## src/rtl/distance_reporter.sv

```systemverilog
// distance_reporter: captures new best tour distances from the tsp core, converts each to
// unsigned decimal ASCII with a sequential double-dabble, and streams the digits followed by a
// line terminator over a byte valid/ready handshake.
//
// Parameters:
//   SUPPRESS_REPEATS - 1: a sample equal to the last captured value is not re-reported
//   LINE_END         - byte emitted after the last digit of each line
// Ports:
//   clk                 - clock, rising edge
//   rst                 - asynchronous active-high reset
//   best_distance       - unsigned distance from tsp
//   best_distance_valid - best_distance meaningful this cycle (may be held high)
//   tx_data             - ASCII byte offered to the transmitter
//   tx_valid            - tx_data is offered
//   tx_ready            - transmitter accepts the byte
//   busy                - high whenever a line is being converted or sent
module distance_reporter #(
  parameter bit         SUPPRESS_REPEATS = 1'b1,
  parameter logic [7:0] LINE_END         = 8'h0D
) (
  input  logic        clk,
  input  logic        rst,
  input  logic [31:0] best_distance,
  input  logic        best_distance_valid,
  output logic [7:0]  tx_data,
  output logic        tx_valid,
  input  logic        tx_ready,
  output logic        busy
);

  typedef enum logic [1:0] {StIdle, StConvert, StSend, StEol} state_e;

  state_e      state_q, state_d;
  logic [31:0] shift_q, shift_d;
  logic [39:0] bcd_q, bcd_d;
  logic [4:0]  iter_q, iter_d;
  logic [3:0]  digit_q, digit_d;
  logic [31:0] last_q, last_d;
  logic        captured_q, captured_d;
  logic [31:0] pend_q, pend_d;
  logic        pend_valid_q, pend_valid_d;

  logic        sample_new;
  logic        xfer;
  logic [39:0] bcd_step;
  logic [31:0] shift_step;
  logic [3:0]  top_digit;

  // Add 3 to every nibble that is 5 or more, so the following shift carries into the next digit.
  function automatic logic [39:0] dabble_adjust(input logic [39:0] bcd);
    logic [39:0] res;
    res = bcd;
    for (int i = 0; i < 10; i++) begin
      if (bcd[4*i +: 4] >= 4'd5) res[4*i +: 4] = bcd[4*i +: 4] + 4'd3;
    end
    return res;
  endfunction

  assign sample_new = best_distance_valid &&
                      (!captured_q || !SUPPRESS_REPEATS || (best_distance != last_q));

  assign tx_valid = (state_q == StSend) || (state_q == StEol);
  assign busy     = (state_q != StIdle);
  assign xfer     = tx_valid && tx_ready;

  always_comb begin
    tx_data = 8'h00;
    if (state_q == StSend) tx_data = {4'h3, bcd_q[{digit_q, 2'b00} +: 4]};
    else if (state_q == StEol) tx_data = LINE_END;
  end

  // One double-dabble iteration and the most significant nonzero digit of its result.
  always_comb begin
    {bcd_step, shift_step} = {dabble_adjust(bcd_q), shift_q} << 1;
    top_digit = 4'd0;
    for (int i = 1; i < 10; i++) begin
      if (bcd_step[4*i +: 4] != 4'd0) top_digit = 4'(i);
    end
  end

  always_comb begin
    state_d      = state_q;
    shift_d      = shift_q;
    bcd_d        = bcd_q;
    iter_d       = iter_q;
    digit_d      = digit_q;
    last_d       = last_q;
    captured_d   = captured_q;
    pend_d       = pend_q;
    pend_valid_d = pend_valid_q;

    if (sample_new) begin
      last_d     = best_distance;
      captured_d = 1'b1;
      // Anything arriving while busy lands in the pending slot; EOL may consume it below.
      if (state_q != StIdle) begin
        pend_d       = best_distance;
        pend_valid_d = 1'b1;
      end
    end

    unique case (state_q)
      StIdle: begin
        if (sample_new) begin
          shift_d = best_distance;
          bcd_d   = '0;
          iter_d  = '0;
          state_d = StConvert;
        end
      end
      StConvert: begin
        bcd_d   = bcd_step;
        shift_d = shift_step;
        iter_d  = iter_q + 5'd1;
        if (iter_q == 5'd31) begin
          digit_d = top_digit;
          state_d = StSend;
        end
      end
      StSend: begin
        if (xfer) begin
          if (digit_q == 4'd0) state_d = StEol;
          else digit_d = digit_q - 4'd1;
        end
      end
      StEol: begin
        if (xfer) begin
          if (pend_valid_d) begin
            // pend_d already holds the newest value, including one sampled on this edge.
            shift_d      = pend_d;
            bcd_d        = '0;
            iter_d       = '0;
            pend_valid_d = 1'b0;
            state_d      = StConvert;
          end else begin
            state_d = StIdle;
          end
        end
      end
      default: state_d = StIdle;
    endcase
  end

  always_ff @(posedge clk or posedge rst) begin
    if (rst) begin
      state_q      <= StIdle;
      shift_q      <= '0;
      bcd_q        <= '0;
      iter_q       <= '0;
      digit_q      <= '0;
      last_q       <= '0;
      captured_q   <= 1'b0;
      pend_q       <= '0;
      pend_valid_q <= 1'b0;
    end else begin
      state_q      <= state_d;
      shift_q      <= shift_d;
      bcd_q        <= bcd_d;
      iter_q       <= iter_d;
      digit_q      <= digit_d;
      last_q       <= last_d;
      captured_q   <= captured_d;
      pend_q       <= pend_d;
      pend_valid_q <= pend_valid_d;
    end
  end

endmodule

```

## config.mk

```make
export PLATFORM = sky130hd
export DESIGN_NAME = distance_reporter
export DESIGN_NICKNAME = d
export VERILOG_FILES = /design/src/rtl/distance_reporter.sv
export SDC_FILE = /design/constraint.sdc
export NUM_CORES = 1
export LEC_CHECK = 0
export CORE_ASPECT_RATIO = 2
export CORE_MARGIN = 2
export CORE_UTILIZATION = 40
export DETAILED_ROUTE_END_ITERATION = 16
export MAX_ROUTING_LAYER = met4
export PLACE_DENSITY = 0.67
export SLEW_MARGIN = 20
export SYNTH_ARGS = -nofsm -noshare
export SYNTH_HDL_FRONTEND = slang
export SYNTH_SLANG_ARGS = --single-unit
```

## constraint.sdc

```tcl
create_clock -name clk -period 5.69 [get_ports clk]
set_input_delay 0.8535 -clock clk [delete_from_list [all_inputs] [get_ports clk]]
set_output_delay 0.8535 -clock clk [all_outputs]
set_load 0.01 [all_outputs]
```

# Word level (Yosys, flattened, before mapping)
# Cells that the tools add are included.
# totals
output_inout_bits	10
reg_bits	149
# op_classes
n_eq_ne	12
magnitude_cmp	10
n_reduce_logical	22
n_shift	1
muxes	50
add_sub_neg	12
# op_table
op	count
two-way mux 32 bit	5
two-way mux 40 bit	3
case mux 40 bit (3 select lines)	1
case mux 32 bit (3 select lines)	1
two-way mux 4 bit	21
greater-or-equal comparator 4 x 3 -> 1 bit, second input constant	10
indexed part select 40 x 7 -> 4 bit	1
adder 4 x 2 -> 4 bit, second input constant	9
nonzero test 4 bit	9
inequality test 32 bit	1
two-way mux 5 bit	3
case mux 5 bit (3 select lines)	1
two-way mux 2 bit	5
inequality test 2 bit, second input constant	5
two-way mux 8 bit	1
case mux 2 bit (4 select lines)	1
case mux 4 bit (2 select lines)	1
AND reduction 4 bit	2
two-way mux 1 bit	6
adder 5 x 1 -> 5 bit, second input constant	1
equality test 5 bit, second input constant	1
AND reduction 5 bit	1
equality test 2 bit, second input constant	2
logical NOT 4 bit	1
other kinds (11)	15

# Logic depth before layout (Yosys ltp)
# logic_depth
depth_word	14
depth_mapped	11

# Worst setup path before layout
# No wires, ideal clock.
# synth_timing
kind	reg-to-output
from	register digit_q[0]
to	output port tx_data[1]
stages_incl_launch_ff	7
setup_slack_ps	2912
t_arrival_ps	1925
n_path_buf	2
required_ps	4837
path_cell_list	dfrtp_1 > clkbuf_1 > buf_1 > mux4_2 > mux2i_1 > o22a_1 > nor2_1
# synth_between
elab_chain_cells	2
# synth_rtl
element	line	source
start, declared	37	logic [3:0] digit_q, digit_d;
start signal, assigned	160	digit_q <= digit_d;
indexed part select 40 x 7 -> 4 bit	68	if (state_q == StSend) tx_data = {4'h3, bcd_q[{digit_q, 2'b00} +: 4]};
two-way mux 8 bit	68	
end, declared	25	output logic [7:0] tx_data,
# No other way between the ends.

# Worst setup path after layout
# layout_timing
from	input port best_distance[9]
to	register shift_q[4]
# layout_between
elab_chain_cells	7
# layout_rtl
element	line	source
start, declared	23	input logic [31:0] best_distance,
inequality test 32 bit (*)	60	(!captured_q || !SUPPRESS_REPEATS || (best_distance != last_q));
logical OR 1 bit (*)	60	
logical AND 1 bit (*)	59	assign sample_new = best_distance_valid &&
two-way mux 32 bit	92	if (sample_new) begin
two-way mux 32 bit	128	if (pend_valid_d) begin
two-way mux 32 bit	127	if (xfer) begin
case mux 32 bit (3 select lines)	102	unique case (state_q)
end signal, assigned	157	shift_q <= shift_d;
end, declared	34	logic [31:0] shift_q, shift_d;
# Every way passes the cells marked *; elsewhere a longest branch is shown, timed or not. The select of a mux whose other input is x is not followed.
# A chain may end at the register's enable or synchronous reset.

==> impl.org <==
** Global route
- The number of global-route vias before repair was between 6000 and 7000.
- Number of antenna violations at the first check in global routing :: 0
- Entering global routing, the biggest net connects 53 pins.
- Aggregate global-route resource usage :: around a fifth
- After global routing the overflow that remains totals 0.
- The first global-routing pass estimated around 33 mm of wire.

** Yosys
- Syn_area_per_cell :: 10.4 sq um
- Fraction of synthesized cell area taken by the top area cell type :: 45.8%
- In the synthesized netlist the dominant register cell turns out to be dfrtp_1.
- Part of the Yosys area used for sequential elements :: 45.8%
- During synthesis, Yosys emitted a total of 0 warnings.
- Yosys mapped the design onto 59 distinct sky130hd cell types.
- Count of state elements after synthesis :: approximately 150
- Area contributors post-synth :: dfrtp_1 46%, mux2_2 8.8%, o21ai_0 5.3%
- For this run, asynchronously set or reset flops after synthesis account for 100%.
- After technology mapping, the gate count stands at 783.
- Yosys mapped a number of flops with a built-in enable equal to 0.
- Dominant cell type by area after synthesis :: dfrtp_1
- The synthesized netlist occupies a cell area of 8140 sq um.

** Drt
- Dividing the detail-routed wire length by the instance count gives 18.4 um.
- For this block, the initial DRC count from the detailed router was 368.
- The pre-antenna-repair detailed-routing pass consisted of 7 iterations.
- Detailed routing inserted a total of 6124 vias.
- Detail Route Antenna Nets :: 0
- Using the TritonRoute via totals, the vias-per-cell ratio works out to 5.66.
- For this run, design rule violations remaining after detail routing come to 0.
- For this block, the routed nets add up to 19.9 mm of wire.

** Job
- The tool flagged a number of max-cap violations equal to 0.

** Hold path
- Path type of the worst min-delay path :: flop to flop
- Hold path startpoint :: captured_q$_DFFE_PP0N_

** Placement
- Total of buffers placed on input and output ports :: 43
- The wire-length estimate of the detail-placed layout is about 14 mm.
- Before CTS, the worst setup slack after placement is 1.23 ns.
- Routability Congestion :: slightly above 0.9

** Final layout
- Fraction of layout cells with a size suffix above 1 :: 15.6%
- Antenna cell count :: 0
- Final Core Density :: 47.1%
- In the final design database the tool counted approximately 870 nets.
- Most frequent cells in the layout :: 149 x dfrtp_1, 87 x o21ai_0, 79 x nand2_1
- Compared with the post-synthesis result, the final layout area differs by 15.2%.
- The library cell used most frequently in the layout, excluding fill and tap cells, is dfrtp_1.

** Power
- Switch Pwr :: roughly 1.6 mW
- The internal power of the cells totals around 2.7 mW.
- Power per standard cell area :: approximately 450 nW/um^2
- In this run, the combinational gates consume 35.1% of the power.
- Sw Ratio :: about 37%
- Of the total power, the clock network draws 27.5%.
- VDD IR-drop max :: 339 uV
- In this run the static leakage power is about 4 nW.
- Sequential cells burn 37.4% of the power.

** Floorplanning
- The region available for standard cell placement spans 19900 sq um.
- During I/O placement, the number of pins put on the boundary was 46.
- The floorplan step set the die height to 206 um.
- From left edge to right edge, the die measures about 100 um.
- For this configuration, the core starts out at a cell density of between 40% and 50%.
- Site Rows :: 73
- The die covers 21600 sq um.

** Critical path
- Worst Setup Start Kind :: input port
- Crit path capture type :: flop
- Data on the critical path is required at its endpoint by slightly above 6 ns.
- Largest fanout of any net on the critical path :: 35
- Startpoint of the worst register-to-register path :: last_q[25]$_DFFE_PP0N_
- The critical path in this run is classified as input port to flop.
- Data arrives at the worst endpoint at 4.35 ns.
- In this run the worst setup path begins at best_distance[9].

** Clocking
- The longest clock path from root to sink contains 2 buffers.
- # Post-CTS Setup Buffers :: 0
- Clk_lat worst skew :: 0.43 ns
- Clock tree from TritonCTS :: yes
- Clock-pin slew was measured on the worst setup and hold paths at ~0.060 ns.
- Clock sinks :: ~150
- Hold repair after CTS inserted 0 buffers.
- In this run, CTS created clock tree buffers numbering 17.
- Cell chosen for the clock root :: clkbuf_16
- H-tree depth :: 4
- After clock tree synthesis, the repair step resized 0 gates.

** STA
- The worst path meets setup with about 1.7 ns of slack.
- For this run, the top clock speed supported by timing is 250 MHz.
- The worst pin sits at a relative slew slack of 27.5%.
- Final cycle utilization of the critical path :: 70.4%
- The tightest hold path in the finished design has a slack of 0.457 ns.
- Worst-Margin Slew :: 1.09 ns
- The final hold violation count came to 0.
- Adding up every negative setup slack in the final design gives 0 ns.
- Setup repair after global routing left no endpoint under its margin.
- Clock period minus worst slack :: 4.00 ns
- The final number of max-transition violations is 0.
- Setup violations remaining at the end of the flow were counted as 0.
- Setup skew after layout :: ~0.010 ns

** Outcome
- The run finished with clean final reports.
## flip-flops by register name (all words and copies together) (netlist names)
register      flops
state_q           2
bcd_q            40
captured_q        1
iter_q            5
pend_valid_q      1
digit_q           4
shift_q          32
last_q           32
pend_q           32
## routing by layer
layer	GRT usage (%)	up-vias	part of all wire, %
met2	36.9	130	56
met5	-	-	0
li1	-	2891	-
met3	2.53	48	2.4
met4	11.3	0	4.6
met1	20.2	3055	37
## through the flow
step,std cells,cell area [sq um],power [mW]
5_1_grt,1082,9380,4.50
6_report,1082,9380,4.23
3_5_place_dp,1051,8780,3.09
3_3_place_gp,1051,8780,3.04
2_1_floorplan,784,8150,2.67
4_1_cts,1082,9380,4.26
## cell usage after synthesis, types with 16 or more instances
cell type,number
inv_1,38
dfrtp_1,149
o21ai_1,20
ha_1,27
nand2_1,79
nand3_1,35
clkbuf_1,25
xor2_1,31
o21ai_0,87
nand2b_1,16
mux2_2,64
a21oi_1,16
a222oi_1,28
## kinds of logic after synthesis
kind of cell               after synthesis  share of synthesized area (%)
AOI/OAI and AO/OA                      196                           15.8
xor gates and xnor gates                42                           4.52
adders and majority gates               27                           4.15
buffers and inverters                   85                           4.61
DFF                                    149                           45.8
muxes                                   87                           12.9
other                                    1                         0.0460
and+or+nand+nor                        196                           12.2
## worst max-delay path, stage by stage
cell             delay (ns)
clkdlybuf4s50_1        0.57
xor2_1                 0.41
nor4_2                 0.08
nand4_1                0.19
o311a_2                0.85
a21o_1                 0.96
a222oi_1               0.23
o21ai_1                0.20
## area by class of cell
cell class                      instances  area, sq um
Multi-Input combinational cell        550         4080
Inverter                               39          151
Clock buffer                           17          425
Sequential cell                       149         3730
Clock inverter                         14          176
Timing Repair Buffer                   51          490
Fill cell                            1927        10500
Tap cell                              262          328
## path summary, 6_finish.rpt
kind | to | depth (start not counted) | slack [ns]
setup / recovery | shift_q[4]$_DFFE_PP0P_ | 8 | 1.69
hold / removal | captured_q$_DFFE_PP0N_ | 1 | 0.46
setup reg to reg | shift_q[4]$_DFFE_PP0P_ | 7 | 2.22
hold reg to reg | captured_q$_DFFE_PP0N_ | 1 | 0.46
max in group asynchronous | shift_q[25]$_DFFE_PP0P_ | 3 | 3.79
min in group asynchronous | bcd_q[20]$_DFFE_PP0P_ | 2 | 0.83
## power by group through the flow
stage / clock (mW) / combinational, mW / sequential (mW)
finish: 1.16 / 1.49 / 1.59
global placement: 0 / 1.46 / 1.59
detailed placement: 0 / 1.49 / 1.59
CTS: 1.19 / 1.49 / 1.58
global route: 1.23 / 1.65 / 1.62
floorplan: 0 / 1.18 / 1.49
No activity file was read; power rests on OpenSTA's default activity.
